## config.mk

```make
export PLATFORM = sky130hd
export DESIGN_NAME = instr_loader
export DESIGN_NICKNAME = d
export VERILOG_FILES = /design/src/rtl/loader_pkg.sv /design/src/rtl/instr_loader.sv
export SDC_FILE = /design/constraint.sdc
export NUM_CORES = 1
export LEC_CHECK = 0
export CELL_PAD_IN_SITES_DETAIL_PLACEMENT = 0
export CELL_PAD_IN_SITES_GLOBAL_PLACEMENT = 1
export CORE_ASPECT_RATIO = 1.25
export CORE_UTILIZATION = 40
export DETAILED_ROUTE_END_ITERATION = 12
export PLACE_DENSITY_LB_ADDON = 0.2
export SYNTH_ARGS = -nofsm -noshare
export SYNTH_HDL_FRONTEND = slang
export SYNTH_SLANG_ARGS = --single-unit
```

## constraint.sdc

```tcl
create_clock -name clk -period 4.35 [get_ports clk]
set_input_delay 0.87 -clock clk [delete_from_list [all_inputs] [get_ports clk]]
set_output_delay 0.87 -clock clk [all_outputs]
set_load 0.05 [all_outputs]
```

## src/rtl/loader_pkg.sv

```systemverilog
// -----------------------------------------------------------------------------
// loader_pkg
// Shared definitions for the instruction loader: the FSM state encoding and
// the default widths used for the instruction address, the machine-code word
// and the run-cycle counter.
// -----------------------------------------------------------------------------
package loader_pkg;

    // Default widths: instruction address (program counter width),
    // machine-code word, and run-cycle counter.
    localparam int LOADER_D  = 12;
    localparam int LOADER_W  = 9;
    localparam int LOADER_CW = 16;

    // Loader sequencing states. LEN_LO..WORD_HI are the byte-receive states,
    // START/RUN/DONE hand the program to the core and time it, ERR is the
    // sticky framing-error state.
    typedef enum logic [3:0] {
        IDLE,
        LEN_LO,
        LEN_HI,
        WORD_LO,
        WORD_HI,
        START,
        RUN,
        DONE,
        ERR
    } loader_state_t;

endpackage

```

## src/rtl/instr_loader.sv

```systemverilog
// -----------------------------------------------------------------------------
// instr_loader
// Write-side companion to the core's instruction memory. Receives a byte
// stream (2-byte little-endian length, then 2 bytes per machine-code word),
// writes the words to the instruction ROM at addresses 0..len-1, then starts
// the core, waits for it to finish and reports how many cycles it ran.
//
// Ports:
//   clk         system clock, all state on the rising edge
//   rst_n       synchronous active-low reset
//   load_req    begin a load (honoured in IDLE and ERR only)
//   s_valid     input byte valid
//   s_data      input byte
//   s_ready     loader accepts a byte this cycle (function of state only)
//   im_wr_en    instruction memory write strobe (registered, one cycle)
//   im_addr     instruction memory write address (holds between writes)
//   im_dat      instruction memory write data (holds between writes)
//   core_start  one-cycle start pulse to the core
//   core_done   done from the core (only looked at in RUN)
//   busy        high in every state except IDLE and ERR
//   err         sticky framing error, cleared by the next load
//   run_done    one-cycle pulse after core_done is seen
//   run_cycles  saturating count of cycles spent in RUN
// -----------------------------------------------------------------------------
module instr_loader
    import loader_pkg::*;
#(
    parameter int D  = LOADER_D,
    parameter int W  = LOADER_W,
    parameter int CW = LOADER_CW
) (
    input  logic          clk,
    input  logic          rst_n,
    input  logic          load_req,
    input  logic          s_valid,
    input  logic [7:0]    s_data,
    output logic          s_ready,
    output logic          im_wr_en,
    output logic [D-1:0]  im_addr,
    output logic [W-1:0]  im_dat,
    output logic          core_start,
    input  logic          core_done,
    output logic          busy,
    output logic          err,
    output logic          run_done,
    output logic [CW-1:0] run_cycles
);

    localparam logic [D-1:0]  D_ONE  = D'(1);
    localparam logic [CW-1:0] CW_ONE = CW'(1);

    loader_state_t state;
    loader_state_t state_next;

    logic [D-1:0] len;
    logic [D-1:0] idx;
    logic [7:0]   lo;

    logic         xfer;
    logic         load_start;
    logic         len_hi_bad;
    logic         word_hi_bad;
    logic         last_word;
    logic [D-1:0] len_full;

    // The loader is ready exactly in the four byte-receive states, so a
    // transfer is simply valid while in one of them.
    assign s_ready    = (state == LEN_LO)  || (state == LEN_HI) ||
                        (state == WORD_LO) || (state == WORD_HI);
    assign xfer       = s_valid && s_ready;
    assign load_start = load_req && ((state == IDLE) || (state == ERR));

    // The length high byte may only carry D-8 significant bits and the word
    // high byte only W-8; anything above that is a framing error.
    assign len_hi_bad  = (s_data >> (D - 8)) != 8'd0;
    assign word_hi_bad = (s_data >> (W - 8)) != 8'd0;

    // Length as it will be once the high byte lands, used to skip straight to
    // START for an empty program.
    assign len_full  = {s_data[D-9:0], len[7:0]};
    assign last_word = (idx == len - D_ONE);

    // State register.
    always_ff @(posedge clk) begin
        if (!rst_n) begin
            state <= IDLE;
        end else begin
            state <= state_next;
        end
    end

    // Next-state decode plus the status outputs that depend only on state.
    // Defaults describe a busy state with no pulses; each case then only
    // lists what differs from that.
    always_comb begin
        state_next = state;
        busy       = 1'b1;
        err        = 1'b0;
        core_start = 1'b0;
        run_done   = 1'b0;
        case (state)
            IDLE: begin
                busy = 1'b0;
                if (load_req) state_next = LEN_LO;
            end
            LEN_LO: begin
                if (xfer) state_next = LEN_HI;
            end
            LEN_HI: begin
                if (xfer) begin
                    if (len_hi_bad)             state_next = ERR;
                    else if (len_full == '0)    state_next = START;
                    else                        state_next = WORD_LO;
                end
            end
            WORD_LO: begin
                if (xfer) state_next = WORD_HI;
            end
            WORD_HI: begin
                if (xfer) begin
                    if (word_hi_bad)    state_next = ERR;
                    else if (last_word) state_next = START;
                    else                state_next = WORD_LO;
                end
            end
            START: begin
                core_start = 1'b1;
                state_next = RUN;
            end
            RUN: begin
                if (core_done) state_next = DONE;
            end
            DONE: begin
                run_done   = 1'b1;
                state_next = IDLE;
            end
            ERR: begin
                busy = 1'b0;
                err  = 1'b1;
                if (load_req) state_next = LEN_LO;
            end
            default: begin
                state_next = IDLE;
            end
        endcase
    end

    // Receive datapath: captures the length and the low byte of each word,
    // and on an accepted high byte issues a registered write so the strobe
    // appears the cycle after acceptance. Address and data are only updated
    // on a write and otherwise hold. A bad high byte writes nothing.
    always_ff @(posedge clk) begin
        if (!rst_n) begin
            len      <= '0;
            idx      <= '0;
            lo       <= '0;
            im_wr_en <= 1'b0;
            im_addr  <= '0;
            im_dat   <= '0;
        end else begin
            im_wr_en <= 1'b0;
            if (load_start) begin
                idx <= '0;
            end
            case (state)
                LEN_LO: begin
                    if (xfer) len[7:0] <= s_data;
                end
                LEN_HI: begin
                    if (xfer && !len_hi_bad) len[D-1:8] <= s_data[D-9:0];
                end
                WORD_LO: begin
                    if (xfer) lo <= s_data;
                end
                WORD_HI: begin
                    if (xfer && !word_hi_bad) begin
                        im_wr_en <= 1'b1;
                        im_addr  <= idx;
                        im_dat   <= {s_data[W-9:0], lo};
                        idx      <= idx + D_ONE;
                    end
                end
                default: begin
                end
            endcase
        end
    end

    // Run-length counter: cleared when a new load begins, counts every cycle
    // spent in RUN (including the one where core_done is sampled) and sticks
    // at all-ones rather than wrapping. Held untouched after the run ends so
    // software can read it.
    always_ff @(posedge clk) begin
        if (!rst_n) begin
            run_cycles <= '0;
        end else if (load_start) begin
            run_cycles <= '0;
        end else if ((state == RUN) && (run_cycles != '1)) begin
            run_cycles <= run_cycles + CW_ONE;
        end
    end

endmodule

```

; Word level (Yosys, flattened, before mapping)
; Cells that the tools add are included.
[totals]
latch_bits = 0
word_cells = 71
romBits = 0
ramBits = 0
inputBits = 13
out_inout_bits = 43
ff_bits = 74
mem_count = 0
[op_classes]
div_mod_pow = 0
mux = 19
eq_ne = 16
n_addsub = 3
n_reduce_logical = 23
n_lt_le_gt_ge = 0
shift = 0
n_bitwise = 1
mul = 0
[op_table]
columns = op, count
row1 = $mux W12, 3
row2 = $mux W4, 8
row3 = $pmux W4 S7, 1
row4 = $add A16 B1 Y16 const B, 1
row5 = $eq A4 B3 Y1 const B, 4
row6 = $ne A16 B16 Y1 const B, 1
row7 = $reduce_bool A8 Y1, 2
row8 = $add A12 B1 Y12 const B, 1
row9 = $eq A12 B12 Y1, 1
row10 = $logic_not A12 Y1, 1
row11 = $sub A12 B1 Y12 const B, 1
row12 = $ne A2 B2 Y1 const B, 5
row13 = $reduce_and A2 Y1, 5
row14 = $eq A4 B2 Y1 const B, 2
row15 = $mux W3, 2
row16 = $reduce_and A6 Y1, 1
row17 = $logic_and A1 B1 Y1, 5
row18 = $mux W1, 5
row19 = $eq A4 B1 Y1 const B, 1
row20 = $eq A4 B4 Y1 const B, 1
row21 = $logic_not A4 Y1, 1
row22 = $logic_or A1 B1 Y1, 4
row23 = $reduce_or A2 Y1, 2
row24 = $logic_not A1 Y1, 2
row25 = other kinds (2), 2

; Longest topological paths before layout
; Gate-level depths: netlist (run 1).
[logic_depth]
word_depth = 8
mapped_depth = 9
mapped_depth_nobuf = 8

; Least setup slack after synthesis (run 1)
; No wires, ideal clock.
[synth_path]
kind = input to register
from = in s_data[4]
to = reg idx[11]
n_path_buf = 1
setup_time_ps = 128
stages = 7
setup_slack_ps = 2060
t_arrival_ps = 2162
t_required_ps = 4222
cell_sequence = nor4_4 and4_1 buf_4 nand4_4 nor4_4 xnor2_1 nor2_1
[synth_via]
elab_chain_cells = 5
[synth_rtl]
columns = element, line
row1 = start: declaration, instr_loader.sv:36  ; input logic [7:0] s_data,
row2 = $reduce_bool A8 Y1, instr_loader.sv:76  ; assign word_hi_bad = (s_data >> (W - 8)) != 8'd0;
row3 = $logic_not A1 Y1, instr_loader.sv:176  ; if (xfer && !word_hi_bad) begin
row4 = $logic_and A1 B1 Y1, instr_loader.sv:176
row5 = $mux W12, instr_loader.sv:176
row6 = $mux W12, instr_loader.sv:165  ; case (state)
row7 = end signal: assignment, instr_loader.sv:180  ; idx <= idx + D_ONE;
row8 = end: declaration, instr_loader.sv:56  ; logic [D-1:0] idx;
; Every way passes these cells.
; A chain may end at the register's enable or synchronous reset.

; Worst setup path in the final report (run 1)
[layout_path]
from = reg state[2]
to = out core_start
[layout_via]
elab_chain_cells = 2
[layout_rtl]
columns = element, line
row1 = start: declaration, instr_loader.sv:52  ; loader_state_t state;
row2 = start signal: assignment, instr_loader.sv:88  ; state <= state_next;
row3 = $eq A4 B3 Y1, instr_loader.sv:101  ; case (state)
row4 = $mux W1, instr_loader.sv:101
row5 = end: declaration, instr_loader.sv:41  ; output logic core_start,
; Every way passes these cells.

==> results.ini, run 1 <==
[global_route]
overflow = 0
grt_pass1_vias = 3075
grt_pass1_wl_um = 15500
grt_max_degree = 40
antenna_found_initial = 0
track_usage_pct = 20.6

[timing]
hold_viol = 0
slew_headroom_pct = 43.2
slew_violations = 0
finalCriticalPeriod_ps = 3230
max_freq_ghz = 0.309
setup-tns-final_ps = 0
setup_violations = 0
rsz0062_at_grt = no
finClkSkew_ps = 5.06
tightest_slew_ps = 851
fin_crit_sh_pct = 74.3

[power]
irDropWorstVdd_v = 0.000186
total_power_mw = 2.12
p_per_area_nw_per_um2 = 446
p_leak_nw = 1.70

[clocking]
clkTransAtPathRegs_ps = 60
cts_buffer_depth = 2
ctsHoldBuffers = 0
clock_latency_ps = 330
cts_tree = built
cts_buffers = 9
post_cts_buffers = 0
cts_resized = 0
cts_sinks = 74
cts.htree.levels = 3
clockRootBuffer = clkbuf_16

[detailed_routing]
drc = 0
drt.antenna.violating_nets = 0
viasPerCell = 5.19
vias = 3149
wl_um = 9350
firstDrtPassIters = 4
routedWlPerCell_um = 15.4
drt_iter0_markers = 191

[synthesis]
synth_fp_nets = 455
ys.warnings.count = 0
avgSynthCellArea_um2 = 8.65
yosysSeqAreaShare_pct = 39.0
synth_area_leaders = dfxtp_1 39%, nand2_1 6.1%, mux2i_1 6.1%
syn_inst = 439
synth_top_area_cell = dfxtp_1
synthesis.area_um2 = 3800
async_flop_share_pct = 0
synth_edf_count = 0
netlist.area_leader.share_pct = 39.0
synth_ff_type = dfxtp_1
yosysUniqueCellTypes = 55
ys_seq_elements = 74
synth_common_cells = 74 x dfxtp_1, 62 x nand2_1, 34 x nor2_1
yosysMostFrequentCell = dfxtp_1

[critical_path]
criticalPathCategory = register to output port
r2r-start = state[2]
r2r_slack_ps = 1970
regToRegEndpoint = run_cycles[13]
start_kind = register
crit_fanout = 19
r2r_cells = 6
worstSetupEndpointType = output port
cp.arrival_ps = 2360
critPathRequiredTime_ps = 3480

[min_path]
hold_depth = 2
min_path_type = register to register
hold_end = im_dat[2]
min_from = im_dat[2]

[floorplan]
die_height_um = 111
rows = 39
die-width_um = 89.2
start_util_pct = 41.4
coreArea_um2 = 9170
ioPinCount = 56
dieArea_um2 = 9890

[finish]
nets = 495
area_growth_pct = 25.0
nFillCells = 906
n_antenna_cell = 0
layout-drive-gt1-share_pct = 6.40

[place]
portBuffers = 55
place_hpwl_um = 6710
gp_congestion = 0.757

[flow_run]
maxCapViolCount = 0

[run_status]
status = finished, final reports clean

## logic make-up (layout without fill, tap and decap cells)
group           after synthesis  in the layout  synth area share (%)
flops                        74             74                  39.0
mux                          23             23                  6.06
xor+xnor                     36             36                  8.30
simple gates                205            205                  29.7
compound gates               63             63                  12.0
fa+ha+maj                     3              3                 0.989
buf+inv                      35             80                  3.99
## area by class of cell
class / instances / area (um2) / area share, %
multi-input combinational: 330 / 2160 / 45.6
inverter: 6 / 22.5 / 0.474
sequential: 74 / 1480 / 31.2
timing repair buffer: 58 / 573 / 12.1
clock inverter: 5 / 100 / 2.11
tap: 123 / 154 / 3.24
clock buffer: 11 / 253 / 5.32
## worst max-delay path: stages, from the launching register on
cell             delay [ps]
dfxtp_1                 690
nor3b_1                 370
and2_1                  180
clkdlybuf4s50_1         790
## cells in the final DEF, fill, tap and decap left out, types with 2 or more instances in the layout
cell type,n
a21boi_0,22
a21oi_1,9
a31oi_1,2
and2_1,6
and3_1,10
and4_1,5
buf_4,3
bufinv_16,3
clkbuf_16,9
clkbuf_8,2
clkdlybuf4s50_1,55
clkinv_2,2
dfxtp_1,74
ha_1,3
inv_1,6
mux2i_1,23
nand2_1,62
nand2b_1,2
nand3_1,15
nand3b_1,2
nand4_1,8
nand4b_1,2
nor2_1,34
nor2b_1,25
nor3_1,9
nor3_2,3
nor3b_1,3
nor4_1,4
nor4_4,2
nor4b_1,3
o211ai_1,2
o21a_1,4
o21ai_0,10
o22ai_1,2
or3_1,3
xnor2_1,17
xor2_1,19
## per-stage QoR
| stage | hold slack [ps] | utilization, % | worst slack (ps) | instance area (um2) | instances |
|---|---|---|---|---|---|
| global placement | 448 | 47.9 | 1330 | 4400 | 591 |
| finish | 462 | 51.8 | 1120 | 4750 | 607 |
| global route | 490 | 51.8 | 989 | 4750 | 607 |
| CTS | 468 | 51.8 | 1110 | 4750 | 607 |
| floorplan | 443 | - | 2060 | 3800 | 439 |
| detailed placement | 459 | 47.9 | 1290 | 4400 | 591 |
## flip-flops by register name, summed over array words and instances (netlist names)
register / count
run_cycles: 16
idx: 12
im_addr: 12
len: 12
im_dat: 9
lo: 8
state: 4
im_wr_en: 1
## report_power, final
group	total [mW]	leakage (nW)	switching [mW]	internal (mW)
Clock	0.868	0.176	0.279	0.589
Sequential	0.772	0.597	0.0704	0.702
Combinational	0.478	0.925	0.281	0.197
Total	2.12	1.70	0.630	1.49
## worst max-delay path by stage
stage,depth (start not counted),to,from,slack (ps)
after floorplan,7,idx[11],s_data[4],2060
after global placement,7,idx[4],s_data[4],1330
after detailed placement,7,idx[4],s_data[4],1290
after CTS,3,core_start,state[2],1110
after global routing,3,core_start,state[2],990
final,3,core_start,state[2],1120
## per-layer routing
metal  routed length (um)  vias to the layer above  GRT usage [%]
met4                   93                        0           6.67
met5                    0                        -              0
met1                 4300                     1495           26.1
met2                 4560                       49           33.7
li1                     -                     1597              -
met3                  404                        8           4.91
(Power assumes the default switching activity.)
==> run 2, diff against run 1 <==
==> constraint.sdc (replaced) <==
create_clock -name clk -period 3.07 [get_ports clk]
set_input_delay 0.614 -clock clk [delete_from_list [all_inputs] [get_ports clk]]
set_output_delay 0.614 -clock clk [all_outputs]
set_load 0.05 [all_outputs]
==> run 2 against run 1 <==
Final area hardly changed. Via count is 2.1% higher. Largest power group unchanged. Total power is 38% higher. Cell count is 0.66% higher. Critical path depth stayed put. Sequential share of layout area hardly changed. Wire length is 1.8% higher. Non-clock buffer count is 4 higher. Hold slack better by 1.2 ps. Critical path type unchanged.
==> results.ini, run 2 (synthesized netlist as in run 1, its figures left out) <==
[run_status]
status = finished, final reports clean

[clocking]
cts.htree.levels = 3
cts_buffer_depth = 2
post_cts_buffers = 0
cts_sinks = 74
ctsHoldBuffers = 0
cts_tree = built
clock_latency_ps = 340
cts_buffers = 9
clkTransAtPathRegs_ps = 60
clockRootBuffer = clkbuf_16

[floorplan]
coreArea_um2 = 9170
ioPinCount = 56
dieArea_um2 = 9890
die-width_um = 89.2
die_height_um = 111
start_util_pct = 41.4
rows = 39

[timing]
finalCriticalPeriod_ps = 2910
max_freq_ghz = 0.344
hold_viol = 0
rsz0062_at_grt = no
finClkSkew_ps = 5.27
worst_slack_ps = 162
tightest_slew_ps = 564
slew_violations = 0
slew_headroom_pct = 62.1
setup-tns-final_ps = 0
setup_violations = 0
fin_crit_sh_pct = 94.7

[finish]
final_cells = 611
design_area_um2 = 4750
nFillCells = 932
final_common_cell = dfxtp_1
n_antenna_cell = 0
area_growth_pct = 25.0
ff_latch_area_um2 = 1480
nets = 499
layout_common_cells = 74 x dfxtp_1, 62 x nand2_1, 55 x clkdlybuf4s50_1, 34 x nor2_1, 24 x nor2b_1
top_register = run_cycles
largest_reg_flops = 16
multi_input_area_um2 = 2170
layout-drive-gt1-share_pct = 7.38

[place]
gp_congestion = 0.821
place_hpwl_um = 6850
dp_slack_ps = 384
dp.cells = 595
portBuffers = 55
place_area_um2 = 4430

[power]
p_per_area_nw_per_um2 = 617
p_leak_nw = 1.69
irDropWorstVdd_v = 0.000265
total_power_mw = 2.93

[detailed_routing]
vias = 3216
drc = 0
firstDrtPassIters = 4
drt_iter0_markers = 188
routedWlPerCell_um = 15.6
drt.antenna.violating_nets = 0
viasPerCell = 5.26
wl_um = 9520

[min_path]
min_path_type = register to register

[global_route]
antenna_found_initial = 0
overflow = 0
track_usage_pct = 20.5
grt_pass1_wl_um = 15600
grt_max_degree = 39
grt_pass1_vias = 3086

[critical_path]
criticalPathCategory = register to output port
worstSetupEndpointType = output port
crit_fanout = 13
critPathRequiredTime_ps = 2460
cp.arrival_ps = 2290
start_kind = register

[flow_run]
maxCapViolCount = 0

## run 2: changes by cell type in the layout (fill, tap and decap cells not counted)
cell        previous run  this run
nor2b_2                0         1
clkinv_4               0         1
bufinv_16              3         2
nor2b_1               25        24
clkbuf_8               2         0
clkinvlp_4             0         2
buf_4                  3         7
## run 2: final timing paths
check | slack (ps) | depth (start not counted) | to | startpoint
worst max-delay path | 160 | 3 | run_done | state[1]
worst min-delay path | 460 | 2 | im_addr[3] | im_addr[3]
worst max register to register | 640 | 8 | state[1] | len[1]
worst min register to register | 460 | 2 | im_addr[3] | im_addr[3]
## run 2: metal layers
layer / global-route usage [%] / wire length (um)
met1: 26.6 / 4350
met2: 32.6 / 4490
met3: 4.99 / 476
met4: 7.62 / 205
met5: 0 / 0
## run 2: layout make-up
type                            count  share of cell area, %
Clock buffer                        9                   4.74
Clock inverter                      7                   1.98
Inverter                            6                  0.474
Multi-Input combinational cell    330                   45.7
Sequential cell                    74                   31.2
Tap cell                          123                   3.24
Timing Repair Buffer               62                   12.7
## run 2: power by group
part | total [mW] | switching [mW] | internal, mW
logic | 0.718 | 0.424 | 0.294
registers | 1.07 | 0.0804 | 0.995
clock network | 1.13 | 0.424 | 0.710
total | 2.93 | 0.929 | 2.00
## run 2: metrics by stage
stage          hold WS [ps]  utilization, %
6_report                463            51.7
5_1_grt                 488            51.7
4_1_cts                 469            51.7
3_5_place_dp            456            48.2
3_3_place_gp            450            48.2
2_1_floorplan           443               -
## run 2: critical path, stage by stage, from the launching register on
cell and delay (ps):
dfxtp_1 590, nor2b_2 360, and3_1 210, clkdlybuf4s50_1 800
## run 2: repair_timing
action,4_1_cts,5_1_grt
hold endpoints to repair,0,0
setup endpoints to repair,0,1
resized for setup,0,1
